`src/rtl/delay_pkg.sv`:
```
// rtl/delay_pkg.sv - shared types and helpers for the multi-lane delay line
//
// Contents:
//   state_t     : FILL/RUN state encoding
//   clamp_delay : maps a raw delay setting onto the legal range 1..max_delay
//   ptr_sub     : (wr - d) modulo depth, valid for any depth (not only 2^n)
package delay_pkg;

  typedef enum logic {
    ST_FILL = 1'b0,
    ST_RUN  = 1'b1
  } state_t;

  // A delay of 0 cannot be built from a registered output, so it becomes 1.
  function automatic int clamp_delay(input int cfg, input int max_delay);
    if (cfg < 1) return 1;
    if (cfg > max_delay) return max_delay;
    return cfg;
  endfunction

  // Caller guarantees 0 <= wr < depth and 1 <= d <= depth, so a single
  // conditional add of depth is enough to bring the result back in range.
  function automatic int ptr_sub(input int wr, input int d, input int depth);
    if (wr >= d) return wr - d;
    return wr + depth - d;
  endfunction

endpackage

```
`src/rtl/delay_ram.sv`:
```
// rtl/delay_ram.sv - simple dual-port RAM, synchronous write, asynchronous read
//
// Ports:
//   clk_i   : write clock, rising edge
//   we_i    : write enable
//   waddr_i : write address
//   wdata_i : write data
//   raddr_i : read address (combinational read)
//   rdata_o : read data; shows the old contents when raddr_i == waddr_i
module delay_ram #(
  parameter  int DEPTH = 16,
  parameter  int DW    = 17,
  localparam int AW    = $clog2(DEPTH)
) (
  input  logic          clk_i,
  input  logic          we_i,
  input  logic [AW-1:0] waddr_i,
  input  logic [DW-1:0] wdata_i,
  input  logic [AW-1:0] raddr_i,
  output logic [DW-1:0] rdata_o
);

  logic [DW-1:0] mem_q [DEPTH];

  always_ff @(posedge clk_i) begin
    if (we_i) begin
      mem_q[waddr_i] <= wdata_i;
    end
  end

  assign rdata_o = mem_q[raddr_i];

endmodule

```
`src/rtl/multi_delay_line.sv`:
```
// rtl/multi_delay_line.sv - programmable multi-lane delay line with priming status
//
// Ports:
//   CLK          : single clock, rising edge
//   RESET        : asynchronous active-high reset
//   DIN          : CHANNELS lanes of WIDTH bits, lane 0 in the LSBs
//   DIN_VALID    : qualifier travelling alongside DIN
//   DELAY_CFG    : new delay setting, taken when CFG_LOAD is high
//   CFG_LOAD     : one-cycle load strobe, restarts the fill
//   DOUT         : delayed samples (registered, zero while filling)
//   DOUT_VALID   : delayed DIN_VALID, low while filling
//   DELAY_READY  : buffer primed at the active delay
//   DELAY_ACTIVE : clamped delay currently in force
module multi_delay_line
  import delay_pkg::*;
#(
  parameter  int WIDTH         = 8,
  parameter  int CHANNELS      = 2,
  parameter  int MAX_DELAY     = 16,
  parameter  int DEFAULT_DELAY = 10,
  localparam int CFG_W         = $clog2(MAX_DELAY + 1)
) (
  input  logic                      CLK,
  input  logic                      RESET,
  input  logic [CHANNELS*WIDTH-1:0] DIN,
  input  logic                      DIN_VALID,
  input  logic [CFG_W-1:0]          DELAY_CFG,
  input  logic                      CFG_LOAD,
  output logic [CHANNELS*WIDTH-1:0] DOUT,
  output logic                      DOUT_VALID,
  output logic                      DELAY_READY,
  output logic [CFG_W-1:0]          DELAY_ACTIVE
);

  localparam int DW    = CHANNELS * WIDTH;
  localparam int EW    = DW + 1;
  localparam int PTR_W = $clog2(MAX_DELAY);

  state_t           state_q, state_d;
  logic [PTR_W-1:0] wr_q, wr_d;
  logic [PTR_W-1:0] rd_idx;
  logic [CFG_W-1:0] delay_q, delay_d;
  logic [CFG_W-1:0] fill_q, fill_d;
  logic [DW-1:0]    dout_q, dout_d;
  logic             valid_q, valid_d;
  logic [EW-1:0]    rd_entry;

  // The entry written D edges ago sits D slots behind the write pointer.
  // When D == MAX_DELAY this is the slot being overwritten this edge; the
  // asynchronous read still returns its old contents, which is the wanted one.
  assign rd_idx = PTR_W'(ptr_sub(int'(wr_q), int'(delay_q), MAX_DELAY));

  delay_ram #(
    .DEPTH (MAX_DELAY),
    .DW    (EW)
  ) u_ram (
    .clk_i   (CLK),
    .we_i    (1'b1),
    .waddr_i (wr_q),
    .wdata_i ({DIN_VALID, DIN}),
    .raddr_i (rd_idx),
    .rdata_o (rd_entry)
  );

  always_comb begin
    state_d = state_q;
    delay_d = delay_q;
    fill_d  = fill_q;
    dout_d  = '0;
    valid_d = 1'b0;
    wr_d    = (wr_q == PTR_W'(MAX_DELAY - 1)) ? '0 : wr_q + 1'b1;

    if (CFG_LOAD) begin
      state_d = ST_FILL;
      delay_d = CFG_W'(clamp_delay(int'(DELAY_CFG), MAX_DELAY));
      // The load edge itself stores the first sample of the new regime, so
      // it already counts as one filled edge.
      fill_d  = CFG_W'(1);
    end else if (state_q == ST_FILL) begin
      if (fill_q == delay_q) begin
        state_d = ST_RUN;
      end else begin
        fill_d = fill_q + 1'b1;
      end
    end

    // Output register follows the next state so that the edge entering RUN
    // already presents the oldest sample of the regime.
    if (state_d == ST_RUN) begin
      dout_d  = rd_entry[DW-1:0];
      valid_d = rd_entry[DW];
    end
  end

  always_ff @(posedge CLK or posedge RESET) begin
    if (RESET) begin
      state_q <= ST_FILL;
      wr_q    <= '0;
      delay_q <= CFG_W'(DEFAULT_DELAY);
      fill_q  <= '0;
      dout_q  <= '0;
      valid_q <= 1'b0;
    end else begin
      state_q <= state_d;
      wr_q    <= wr_d;
      delay_q <= delay_d;
      fill_q  <= fill_d;
      dout_q  <= dout_d;
      valid_q <= valid_d;
    end
  end

  assign DOUT         = dout_q;
  assign DOUT_VALID   = valid_q;
  assign DELAY_READY  = (state_q == ST_RUN);
  assign DELAY_ACTIVE = delay_q;

endmodule
```
`config.mk`:
```
export PLATFORM = sky130hd
export DESIGN_NAME = multi_delay_line
export DESIGN_NICKNAME = d
export VERILOG_FILES = /design/src/rtl/delay_pkg.sv /design/src/rtl/delay_ram.sv /design/src/rtl/multi_delay_line.sv
export SDC_FILE = /design/constraint.sdc
export NUM_CORES = 1
export LEC_CHECK = 0
export CELL_PAD_IN_SITES_DETAIL_PLACEMENT = 1
export CELL_PAD_IN_SITES_GLOBAL_PLACEMENT = 1
export CORE_MARGIN = 8
export CORE_UTILIZATION = 45
export CTS_BUF_LIST = sky130_fd_sc_hd__clkbuf_4
export CTS_CLUSTER_DIAMETER = 120
export DETAILED_ROUTE_END_ITERATION = 8
export GPL_TIMING_DRIVEN = 0
export PLACE_DENSITY = 0.71
export SKIP_CTS_REPAIR_TIMING = 1
export SLEW_MARGIN = 20
export SYNTH_ARGS = -nofsm -noshare
export SYNTH_HDL_FRONTEND = slang
export SYNTH_SLANG_ARGS = --single-unit
```
`constraint.sdc`:
```
create_clock -name CLK -period 4.6 [get_ports CLK]
set_clock_uncertainty 0.15 [all_clocks]
set_input_delay 1.38 -clock CLK [delete_from_list [all_inputs] [get_ports CLK]]
set_output_delay 1.38 -clock CLK [all_outputs]
set_load 0.02 [all_outputs]
```
Word level (Yosys, flattened, before mapping) --
Memories as Yosys holds them, arrays and structs flattened. Index checks and enable logic that the tools add are counted.
Word-level totals: flip-flop bits (word level) 32, bits in writable memories 272, output and inout port bits 23, logic and storage cells 41, memories 1
Memory list:
- u_ram.mem_q | depth 16, width 17, read ports 1, clocked after memory_dff 0, wr ports 1, line delay_ram.sv:23 | logic [DW-1:0] mem_q [DEPTH];
Cells by class: add/sub/neg operators 5, $lt $le $gt $ge 3, equal/unequal tests 4, muxes and demuxes 21, reduce and logical (&&, ||, !) cells 1
Operator list (count):
- 5-bit 2-to-1 mux | 6
- 16-bit 2-to-1 mux | 1
- 4-bit 2-to-1 mux | 3
- 1-bit 2-to-1 mux | 11
- 4-bit by 1-bit adder with 4-bit output, second input constant | 2
- 4-bit subtractor | 2
- 5-bit by 1-bit adder with 5-bit output, second input constant | 1
- 5-bit equality test | 1
- 4-bit by 5-bit >= comparator with 1-bit output | 1
- 5-bit greater-than comparator, second input constant | 1
- 5-bit by 1-bit less-than comparator with 1-bit output, second input constant | 1
- 4-bit equality test, second input constant | 1
- 2-bit inequality test, second input constant | 2
- 2-bit AND reduction | 1

Logic depth before layout (Yosys ltp) --
Gate-level depths: netlist of run 1.
depth in word-level cells 7, depth in mapped cells 12, depth with buffers taken out 9

By module --
Synthesis of run 1 repeated with hierarchy kept, for this count alone.
Unflattened totals: cells, all modules 572, area, all modules 11852.6 sq um
By module, submodules not included:
- delay_ram | times used 1, cells each 441, area an instance 10297.4 sq um, sequential area each 8167.8 sq um
- multi_delay_line | times used 1, cells each 131, area an instance 1555.2 sq um, sequential area each 803.3 sq um

Least setup slack after synthesis of run 1 --
OpenSTA, ideal clock, no wires.
path kind register -> register, from reg delay_q[1] (netlist: DELAY_ACTIVE[1]), to reg dout_q[0] (netlist: DOUT[0]), setup time 0.123 ns, data arrival time 2.376 ns, required time 4.327 ns, setup slack 1.950 ns, stages on the path, launching flop included 9, path buffers 2, period minus slack after synthesis 2.650 ns, path through dfstp_2 > inv_1 > fa_1 > buf_4 > buf_4 > mux4_2 > nand2_1 > a21o_1 > a21oi_1
On the way: longest elaborated chain between the ends 5, elaborated cells between the ends (all ways) 12, those cells by class add/sub: 2; order compare: 1; eq/ne: 1; mux: 7; memory: 1
RTL lines:
- from (decl) | line multi_delay_line.sv:42 | logic [CFG_W-1:0] delay_q, delay_d;
- from (signal assigned) | line multi_delay_line.sv:99 | delay_q <= CFG_W'(DEFAULT_DELAY);
- from (signal assigned) | line multi_delay_line.sv:106 | delay_q <= delay_d;
- 4-bit subtractor, or another cell as far along | line delay_pkg.sv:24 | if (wr >= d) return wr - d;
- 4-bit 2-to-1 mux, or another cell as far along | line delay_pkg.sv:24
- 4-bit 2-to-1 mux / 1-bit 2-to-1 mux (equally long branches) | line delay_pkg.sv:25, multi_delay_line.sv:79
- memory 16 x 17 bit / 1-bit 2-to-1 mux (equally long branches)
- 16-bit 2-to-1 mux (*) | line multi_delay_line.sv:89 | if (state_d == ST_RUN) begin
- via dout_d[0] | line multi_delay_line.sv:44 | logic [DW-1:0] dout_q, dout_d;
- to (signal assigned) | line multi_delay_line.sv:108 | dout_q <= dout_d;
- to (decl) | line multi_delay_line.sv:44
Mark *: on every way through the listed nets, which the timed path passes. The rest lies on a longest branch. A chain may end at the register's enable or synchronous reset.

Worst setup path after layout of run 1 --
from reg wr_q[0], to reg dout_q[13] (netlist: DOUT[13])
On the way: longest elaborated chain between the ends 5, elaborated cells between the ends (all ways) 9, those cells by class add/sub: 3; order compare: 1; mux: 4; memory: 1
RTL lines:
- from (decl) | line multi_delay_line.sv:40 | logic [PTR_W-1:0] wr_q, wr_d;
- from (signal assigned) | line multi_delay_line.sv:105 | wr_q <= wr_d;
- 4-bit by 1-bit adder with 4-bit output, or another cell as far along | line delay_pkg.sv:25 | return wr + depth - d;
- 4-bit subtractor, or another cell as far along | line delay_pkg.sv:25
- 4-bit 2-to-1 mux (*) | line delay_pkg.sv:25
- memory 16 x 17 bit (*)
- 16-bit 2-to-1 mux (*) | line multi_delay_line.sv:89
- via dout_d[13] | line multi_delay_line.sv:44
Marks and branches as above.

==> impl_summary.log, run 1 <==
[metrics] I/O Pins: 48
[metrics] average size of a mapped cell: 16.52 um^2
[metrics] number of antenna violations at the first check in global routing: 2
[metrics] EDFF count, synth: ~270
[metrics] ratio of routed vias to standard cells: around 5.5
[metrics] setup repair after global routing missed its margin: no
[metrics] final setup margin: between 1 and 1.5 ns
[metrics] worst endpoint data arrival time: between 3 and 4 ns
[metrics] total global routing overflow: 0
[metrics] clock tree from TritonCTS: yes
[metrics] data required time at the worst endpoint: 4.98 ns
[metrics] clock root buffer: sky130_fd_sc_hd__clkbuf_4
[metrics] final count of hold timing violations: 0
[metrics] Routability Congestion: ~0.79
[metrics] iteration-0 DRC count of the detailed router: approximately 450
[metrics] die span in y: roughly 180 um
[metrics] share of final-layout standard cells stronger than drive strength 1: 0.2062
[metrics] global-route wire length before repair: 43300 um
[metrics] cell type with the highest aggregate area in the netlist: sky130_fd_sc_hd__edfxtp_1
[metrics] maximum number of pins on one net before global-route repair: 33
[metrics] worst slew slack as a fraction of its limit: 0.3004
[metrics] Die Width: 178.4 um
[metrics] quantity of I/O buffers inserted on ports: between 40 and 50
[metrics] total negative slack for setup checks: 0 ns
[metrics] P_leak: just under 0.005 uW
[metrics] most area-consuming cells after synthesis: sky130_fd_sc_hd__edfxtp_1 69%, sky130_fd_sc_hd__mux4_2 6.4%, sky130_fd_sc_hd__dfrtp_1 6.3%
[metrics] reg2reg start: wr_q[0]
[metrics] wire per inst: ~23 um
[metrics] detailed-router iteration count before antenna repair: 5
[metrics] combinational share of power: 0.116
[metrics] Die Footprint: between 30000 and 40000 um^2
[metrics] run status: complete, no violations
[metrics] clk sink count: 304
[metrics] initial standard-cell utilization of the core: 0.4570
[metrics] cell-internal power: 4468 uW
[metrics] Worst-Margin Slew: about 1.0 ns
[metrics] Clock power frac: 0.369
[metrics] Distinct cells, synth: 40
[metrics] Post-synth top cells: 272 x sky130_fd_sc_hd__edfxtp_1, 140 x sky130_fd_sc_hd__nand2_1, 35 x sky130_fd_sc_hd__nand3_1
[metrics] f_max: approximately 280 MHz
[metrics] fill cell instance count of the final layout: 2505
[metrics] Layout area overhead: 15.67%
[metrics] net switching component of the power: between 1500 and 2000 uW
[metrics] dpl cell area: between 10000 and 15000 um^2
[metrics] final-layout worst hold slack: roughly 0.36 ns
[metrics] HPWL after detailed placement: around 19000 um
[metrics] total power draw: roughly 6000 uW
[metrics] met3 wire length: about 1400 um
[metrics] max_cap viols: 0
[metrics] Max IR drop VDD: ~0.23 mV
[metrics] CP max FO: 10
[metrics] number of buffers created by CTS: 77
[metrics] proportion of netlist area held by the largest area contributor: 0.6878
[metrics] number of instances in the synthesized netlist: roughly 720
[metrics] part of the total power dissipated in sequential elements: 0.515
[metrics] Post-DRT Antenna Nets: 0
[metrics] startpoint of the tightest hold check path: wr_q[0]
[metrics] number of synthesized register bits: 304
[metrics] library cell with the highest instance count after synthesis: sky130_fd_sc_hd__edfxtp_1
[metrics] Max H-tree Level: 3
[metrics] fraction of the cycle the final worst path needs: 0.7717
[metrics] total number of vias: 6827
[metrics] max-slew violation count: 0
[metrics] number of cells on the worst reg-to-reg path: 11
[metrics] Top Metal Used: met4
[metrics] area of the core: between 20000 and 30000 um^2
[metrics] summed area of non-filler cells in the final layout: between 10000 and 15000 um^2
[metrics] wire length on met1: roughly 12000 um
[metrics] synth warn: 0
[metrics] maximum clock insertion buffer count: 3
[metrics] GRT Total Usage: 0.1817
[metrics] net count of the mapped netlist: between 700 and 800
[metrics] switching part of the total: 0.2544
[metrics] number of remaining DRC errors: 0
[metrics] Total Nets Final: a little under 900
[metrics] most frequently used flop master after synthesis: sky130_fd_sc_hd__edfxtp_1
[metrics] Tmin final: ~3.5 ns
[metrics] clk slew on worst S/H paths: around 0.060 ns
[metrics] Setup-failing EPs final: 0
[metrics] Met2 Routed Length: around 14000 um
[metrics] sequential fraction of the synthesis area: 0.7555
[metrics] type of the setup path with the least slack: flip-flop to flip-flop
[metrics] wire length reported by the detailed router: approximately 28000 um
[metrics] launch point of the critical path: wr_q[0]
[metrics] floorplan row count: 59
[metrics] CP Launch Type: flip-flop
[metrics] Hold Crit Depth: 1
[metrics] post-synthesis instance area: around 12000 um^2
[metrics] worst hold path class: flip-flop to flip-flop
[metrics] pre-CTS setup slack: between 1 and 1.5 ns
[metrics] clk_lat worst skew: ~0.66 ns
[metrics] Worst Setup End Kind: flip-flop
[metrics] via count of the first global-routing pass: around 7400
[metrics] power density over cell area: 436.3 nW/um^2
[metrics] Async SR Flop Fraction: 0.1053
[worst max-delay path, stage by stage (launching register included)]
cell	delay (ns)
sky130_fd_sc_hd__dfrtp_1	0.42
sky130_fd_sc_hd__inv_1	0.14
sky130_fd_sc_hd__ha_1	0.19
sky130_fd_sc_hd__inv_1	0.06
sky130_fd_sc_hd__fa_1	0.56
sky130_fd_sc_hd__buf_4	0.27
sky130_fd_sc_hd__and2_1	0.20
sky130_fd_sc_hd__clkbuf_1	0.38
sky130_fd_sc_hd__clkbuf_1	0.49
sky130_fd_sc_hd__a32oi_1	0.25
sky130_fd_sc_hd__nand4_1	0.19
sky130_fd_sc_hd__a21oi_1	0.11
[final timing paths]
check                         endpoint  slack, ns
min in group asynchronous     DOUT[14]       1.02
min                            wr_q[0]       0.36
max reg2reg                   DOUT[13]       1.05
max                           DOUT[13]       1.05
min reg2reg                    wr_q[0]       0.36
max in group asynchronous  DELAY_READY       2.77
[power groups by stage]
stage / logic [uW] / registers [uW] / clock network, uW
CTS: 700 / 3090 / 2270
global placement: 665 / 3140 / 0
detailed placement: 698 / 3150 / 0
floorplan: 386 / 3170 / 0
finish: 693 / 3090 / 2210
global route: 750 / 3090 / 2390
[flip-flops by register name (all words and copies together), names as in the netlist]
signal        count
DELAY_ACTIVE      5
DELAY_READY       1
DOUT             16
DOUT_VALID        1
fill_q            5
u_ram.mem_q     272
wr_q              4
[metal layers]
metal | vias up | GRT usage
met2 | 204 | 0.3051
met5 | - | 0
li1 | 3041 | -
met1 | 3538 | 0.2307
met3 | 44 | 0.03980
met4 | 0 | 0.06097
[metrics by stage]
stage          instances    util
6_report            1239  0.5286
5_1_grt             1239  0.5286
4_1_cts             1237  0.5284
3_5_place_dp        1102  0.4917
3_3_place_gp        1101  0.4912
2_1_floorplan        719       -
[cell type report]
cell class,count,area [um^2],share of cell area
Antenna cell,2,5.005,0.0003644
Buffer,39,196.4,0.01430
Clock buffer,110,825.8,0.06012
Clock inverter,25,127.6,0.009291
Inverter,8,30.03,0.002186
Multi-Input combinational cell,368,2683,0.1953
Sequential cell,304,8971,0.6531
Tap cell,335,419.2,0.03052
Timing Repair Buffer,48,478.0,0.03480
[cells by family (layout without fill, tap and decap cells)]
family / Yosys count / count (layout) / share of synthesized area
flops: 304 / 304 / 0.7555
mux: 55 / 55 / 0.08250
compound gates: 62 / 62 / 0.03698
simple gates: 230 / 230 / 0.08640
buf+inv: 47 / 230 / 0.01907
fa+ha+maj: 9 / 9 / 0.01012
other cells: 0 / 2 / 0
xor+xnor: 12 / 12 / 0.009483
[layout by cell type, fill, tap and decap left out, types with 8 or more instances in the layout]
cell type	instances
sky130_fd_sc_hd__edfxtp_1	272
sky130_fd_sc_hd__nand2_1	140
sky130_fd_sc_hd__clkbuf_4	110
sky130_fd_sc_hd__clkdlybuf4s50_1	47
sky130_fd_sc_hd__nand3_1	35
sky130_fd_sc_hd__mux4_2	34
sky130_fd_sc_hd__dfrtp_1	30
sky130_fd_sc_hd__a21oi_1	19
sky130_fd_sc_hd__mux2i_1	18
sky130_fd_sc_hd__nand4_1	18
sky130_fd_sc_hd__clkinv_1	18
sky130_fd_sc_hd__a21o_1	17
sky130_fd_sc_hd__a32oi_1	17
sky130_fd_sc_hd__buf_2	16
sky130_fd_sc_hd__clkbuf_1	15
sky130_fd_sc_hd__and2_1	11
sky130_fd_sc_hd__nor2_1	10
sky130_fd_sc_hd__ha_1	8
(Power assumes the default switching activity.)
==> inputs of run 2 (changes only) <==
- PLACE_DENSITY: 0.71 -> 0.74
- clock period: 4.6 -> 3.2 ns (I/O delays scaled with it)
==> impl_summary.log, run 2 (same netlist as run 1, synthesis figures left out) <==
[metrics] total negative slack for setup checks: 0 ns
[metrics] sequence of cells on the critical path: inv_1, ha_1, inv_1, fa_2, buf_2, mux4_2, nand2_1, a21o_1, a21oi_1
[metrics] switching part of the total: 0.2540
[metrics] share of final-layout standard cells stronger than drive strength 1: 0.2178
[metrics] die span in y: between 150 and 200 um
[metrics] Max H-tree Level: 3
[metrics] commonest cells after routing, fill and taps aside: 272 x sky130_fd_sc_hd__edfxtp_1, 140 x sky130_fd_sc_hd__nand2_1, 109 x sky130_fd_sc_hd__clkbuf_4
[metrics] detailed-router iteration count before antenna repair: 4
[metrics] wire length reported by the detailed router: 27980 um
[metrics] flip-flop count of the largest register, all copies and words added: ~270
[metrics] number of buffers created by CTS: 77
[metrics] initial standard-cell utilization of the core: 0.4570
[metrics] final count of hold timing violations: 0
[metrics] HPWL after detailed placement: ~18000 um
[metrics] most common cell after layout, fill and taps aside: sky130_fd_sc_hd__edfxtp_1
[metrics] I/O Pins: 48
[metrics] reg2reg start: wr_q[0]
[metrics] CP dominant cell by count: sky130_fd_sc_hd__inv_1
[metrics] CP Launch Type: flip-flop
[metrics] Worst path slowest cell: sky130_fd_sc_hd__fa_2
[metrics] iteration-0 DRC count of the detailed router: between 400 and 500
[metrics] met2 capacity usage during global routing: 0.3027
[metrics] Max IR drop VDD: between 0.3 and 0.4 mV
[metrics] cell-internal power: 6478 uW
[metrics] type of the setup path with the least slack: flip-flop to flip-flop
[metrics] f_max: approximately 330 MHz
[metrics] Layout area overhead: 16.27%
[metrics] Worst Setup End Kind: flip-flop
[metrics] final setup margin: about 0.15 ns
[metrics] launch point of the critical path: wr_q[0]
[metrics] Worst-Margin Slew: around 1.0 ns
[metrics] pre-CTS setup slack: -0.3203 ns
[metrics] P_leak: around 0.005 uW
[metrics] part of the total power dissipated in sequential elements: 0.511
[metrics] delay of the slowest cell on the worst path: 0.59 ns
[metrics] Total Nets Final: between 800 and 900
[metrics] run status: complete, no violations
[metrics] data required time at the worst endpoint: around 3.6 ns
[metrics] max_cap viols: 0
[metrics] Routability Congestion: about 0.79
[metrics] Post-DRT Antenna Nets: 0
[metrics] met3 Usage GRT: 0.03747
[metrics] via count of the first global-routing pass: 7455
[metrics] net switching component of the power: ~2200 uW
[metrics] GRT Total Usage: 0.1787
[metrics] clk_lat worst skew: roughly 0.7 ns
[metrics] Die Width: 178.4 um
[metrics] clk sink count: about 300
[metrics] register ranked first by flip-flop count: u_ram.mem_q
[metrics] Clock power frac: 0.373
[metrics] clock tree from TritonCTS: yes
[metrics] total global routing overflow: 0
[metrics] number of antenna violations at the first check in global routing: 1
[metrics] total number of vias: between 6000 and 7000
[metrics] maximum number of pins on one net before global-route repair: 33
[metrics] clock root buffer: sky130_fd_sc_hd__clkbuf_4
[metrics] floorplan row count: slightly below 60
[metrics] max-slew violation count: 0
[metrics] worst hold path class: flip-flop to flip-flop
[metrics] Inst Count DP: 1102
[metrics] maximum clock insertion buffer count: 3
[metrics] quantity of I/O buffers inserted on ports: between 40 and 50
[metrics] GR met1 Demand/Resource: 0.2223
[metrics] worst endpoint data arrival time: 3.44 ns
[metrics] wire per inst: around 23 um
[metrics] number of remaining DRC errors: 0
[metrics] Setup-failing EPs final: 0
[metrics] worst slew slack as a fraction of its limit: 0.3018
[metrics] ratio of routed vias to standard cells: around 5.5
[metrics] Tmin final: between 3 and 4 ns
[metrics] fraction of the cycle the final worst path needs: 0.9528
[metrics] global-route wire length before repair: 42720 um
[metrics] number of non-filler instances in the completed layout: between 1000 and 1500
[metrics] power density over cell area: about 630 nW/um^2
[metrics] clk slew on worst S/H paths: ~0.07 ns
[metrics] Die Footprint: between 30000 and 40000 um^2
[metrics] busiest grt layer: met2
[metrics] CP max FO: 10
[metrics] startpoint of the tightest hold check path: DELAY_ACTIVE[3]
[metrics] combinational share of power: 0.116
[metrics] area of the core: 25980 um^2
[metrics] fill cell instance count of the final layout: around 2500
-- run 2: path summary, 6_finish.rpt --
path,slack (ns),endpoint,cells past startpoint
setup / recovery,0.15,DOUT[14],9
hold / removal,0.37,DELAY_ACTIVE[3],2
setup reg to reg,0.15,DOUT[14],9
hold reg to reg,0.37,DELAY_ACTIVE[3],2
max in group asynchronous,1.84,DOUT[13],2
min in group asynchronous,0.56,wr_q[2],2
-- run 2: metal layers --
layer,up-vias,part of all wire
met5,-,0
met4,0,0.021
met3,54,0.058
met2,204,0.50
met1,3477,0.42
li1,3044,-
-- run 2: power groups by stage --
stage | registers [uW] | clock network, uW | logic (uW)
finish | 4440 | 3240 | 1010
global route | 4440 | 3490 | 1090
CTS | 4440 | 3320 | 1000
detailed placement | 4520 | 0 | 988
global placement | 4520 | 0 | 950
floorplan | 4550 | 0 | 554
-- run 2: final cells by class --
cell class | instances | area (um^2) | area share
timing repair buffer | 48 | 478.0 | 0.03462
antenna | 1 | 2.502 | 0.0001812
tap | 335 | 419.2 | 0.03036
buffer | 38 | 222.7 | 0.01613
clock inverter | 27 | 163.9 | 0.01187
clock buffer | 107 | 803.3 | 0.05818
sequential | 304 | 8971 | 0.6498
multi-input combinational | 368 | 2716 | 0.1967
inverter | 8 | 30.03 | 0.002175
-- run 2: through the flow --
stage | instance area (um^2) | hold slack, ns | util | power, uW
after global placement | 12760 | 0.3347 | 0.4912 | 5466
after detailed placement | 12780 | 0.3647 | 0.4917 | 5510
after CTS | 13740 | 0.3778 | 0.5289 | 8761
final | 13810 | 0.3734 | 0.5313 | 8683
after floorplan | 11880 | 0.3102 | - | 5105
after global routing | 13810 | 0.3943 | 0.5313 | 9028
-- run 2: worst max-delay path: cells and delay by family, from the launching register on --
family                   cells  cell delay, ns
flip-flops                   1            0.42
AO/OA/AOI/OAI                2            0.28
buffers and inverters        3            0.60
adder cells (fa/ha/maj)      2            0.77
multiplexers                 1            0.57
AND/OR/NAND/NOR              1            0.10
==> inputs of run 3 (changes only) <==
- CTS_CLUSTER_SIZE: not set -> 14
==> impl_summary.log, run 3 (same netlist as run 1, synthesis figures left out) <==
[metrics] run status: complete, no violations
[metrics] fill cell instance count of the final layout: around 2500
[metrics] CP max FO: 10
[metrics] max-slew violation count: 0
[metrics] maximum clock insertion buffer count: 3
[metrics] final setup margin: about 0.15 ns
[metrics] commonest cells after routing, fill and taps aside: 272 x sky130_fd_sc_hd__edfxtp_1, 140 x sky130_fd_sc_hd__nand2_1, 47 x sky130_fd_sc_hd__clkdlybuf4s50_1
[metrics] quantity of I/O buffers inserted on ports: 47
[metrics] clock tree from TritonCTS: yes
[metrics] final count of hold timing violations: 0
[metrics] number of cells on the worst reg-to-reg path: 11
[metrics] flip-flop count of the largest register, all copies and words added: roughly 270
[metrics] register ranked first by flip-flop count: u_ram.mem_q
[metrics] number of remaining DRC errors: 0
[metrics] floorplan row count: around 60
[metrics] reg-to-reg slack, setup: 0.15 ns
[metrics] Total Nets Final: between 800 and 900
[metrics] Hold Crit Depth: 1
[metrics] reg2reg start: wr_q[0]
[metrics] max_cap viols: 0
[metrics] most common cell after layout, fill and taps aside: sky130_fd_sc_hd__edfxtp_1
[metrics] wire per inst: about 23 um
[metrics] clk sink count: about 300
[metrics] detailed-router iteration count before antenna repair: 5
[metrics] Layout area overhead: 11.17%
[metrics] worst hold path class: flip-flop to flip-flop
[metrics] Worst-Margin Slew: 1.047 ns
[metrics] worst slew slack as a fraction of its limit: 0.3022
[metrics] Max IR drop VDD: about 0.37 mV
[metrics] iteration-0 DRC count of the detailed router: approximately 500
[metrics] GRT Total Usage: 0.1680
[metrics] I/O Pins: 48
[metrics] maximum number of pins on one net before global-route repair: 33
[metrics] pre-CTS setup slack: -0.3203 ns
[metrics] CP Launch Type: flip-flop
[metrics] total power draw: 7284 uW
[metrics] area of the core: ~26000 um^2
[metrics] Tmin final: approximately 3.1 ns
[metrics] final-layout worst hold slack: 0.3804 ns
[metrics] clk_lat worst skew: ~0.7 ns
[metrics] Worst Setup End Kind: flip-flop
[metrics] worst endpoint data arrival time: ~3.5 ns
[metrics] type of the setup path with the least slack: flip-flop to flip-flop
[metrics] number of buffers created by CTS: 25
[metrics] fraction of the cycle the final worst path needs: 0.9533
[metrics] Max H-tree Level: 1
[metrics] share of final-layout standard cells stronger than drive strength 1: 0.1552
[metrics] P_leak: roughly 0.0045 uW
[metrics] Post-DRT Antenna Nets: 0
[metrics] global-route wire length before repair: 40640 um
[metrics] Routability Congestion: 0.7882
[metrics] f_max: approximately 330 MHz
[metrics] data required time at the worst endpoint: about 3.7 ns
[metrics] Die Width: approximately 180 um
[metrics] capture instance of the worst register-to-register path: DOUT[5]
[metrics] via count of the first global-routing pass: 6895
[metrics] wire length reported by the detailed router: about 27000 um
[metrics] startpoint of the tightest hold check path: wr_q[0]
[metrics] total number of vias: roughly 6400
[metrics] number of antenna violations at the first check in global routing: 1
[metrics] hold-critical path endpoint: wr_q[0]
[metrics] HPWL after detailed placement: approximately 18000 um
[metrics] power density over cell area: around 550 nW/um^2
[metrics] Die Footprint: between 30000 and 40000 um^2
[metrics] initial standard-cell utilization of the core: 0.4570
[metrics] die span in y: ~180 um
[metrics] ratio of routed vias to standard cells: around 5.6
[metrics] clk slew on worst S/H paths: 0.13 ns
[metrics] clock root buffer: sky130_fd_sc_hd__clkbuf_4
[metrics] Setup-failing EPs final: 0
[metrics] total global routing overflow: 0
## run 3: cell types whose count changed in the layout (fill, tap and decap cells not counted), sizes merged
| cell | delta |
|---|---|
| bufinv | -1 |
| clkbuf | -63 |
| clkinv | -20 |
| clkinvlp | -1 |
| inv | -3 |
## run 3: through the flow
stage                     utilization  area, um^2  setup TNS (ns)  std cells
after floorplan                     -       11880               0        719
after global placement         0.4912       12760          -1.844       1101
after detailed placement       0.4917       12780          -2.996       1102
after CTS                      0.5059       13150          -3.242       1148
after global routing           0.5080       13200      -0.0003044       1148
final                          0.5080       13200               0       1148
## run 3: cell type report
type | count | area [um^2] | area share
Antenna cell | 1 | 2.502 | 0.0001896
Sequential cell | 304 | 8971 | 0.6796
Clock inverter | 2 | 37.54 | 0.002843
Inverter | 8 | 30.03 | 0.002275
Clock buffer | 44 | 330.3 | 0.02502
Multi-Input combinational cell | 368 | 2718 | 0.2059
Timing Repair Buffer | 48 | 478.0 | 0.03621
Buffer | 38 | 215.2 | 0.01630
Tap cell | 335 | 419.2 | 0.03175
## run 3: worst max path at each step
stage                    end  slack (ns)       startpoint  depth (start not counted)
floorplan            DOUT[0]        0.55  DELAY_ACTIVE[1]                          8
global placement    DOUT[13]       -0.22          wr_q[0]                         11
detailed placement   DOUT[5]       -0.32          wr_q[0]                         11
CTS                  DOUT[5]       -0.32          wr_q[0]                         11
global route         DOUT[1]     -0.0003          wr_q[0]                         10
finish               DOUT[5]        0.15          wr_q[0]                         11
## run 3: critical path: stages (launching register included)
cell                      delay (ns)
sky130_fd_sc_hd__dfrtp_1        0.45
sky130_fd_sc_hd__inv_1          0.15
sky130_fd_sc_hd__ha_1           0.18
sky130_fd_sc_hd__inv_1          0.06
sky130_fd_sc_hd__fa_1           0.59
sky130_fd_sc_hd__buf_6          0.22
sky130_fd_sc_hd__buf_6          0.22
sky130_fd_sc_hd__nor2_4         0.09
sky130_fd_sc_hd__buf_2          0.21
sky130_fd_sc_hd__a32oi_1        0.26
sky130_fd_sc_hd__nand4_1        0.20
sky130_fd_sc_hd__a21oi_2        0.21
## run 3: power by group
| part | internal, uW | total, uW | switching, uW | leakage, uW |
|---|---|---|---|---|
| clock | 697 | 1850 | 1160 | 0.000217 |
| sequential | 4380 | 4430 | 50.4 | 0.00290 |
| combinational | 379 | 998 | 619 | 0.00139 |
| total | 5460 | 7280 | 1830 | 0.00451 |
## run 3: per-layer routing
metal / share of wire / up-vias / GRT usage
met5: 0 / - / 0
met4: 0.018 / 0 / 0.04306
met3: 0.045 / 36 / 0.01672
met2: 0.50 / 175 / 0.2893
met1: 0.43 / 3305 / 0.2259
li1: - / 2879 / -
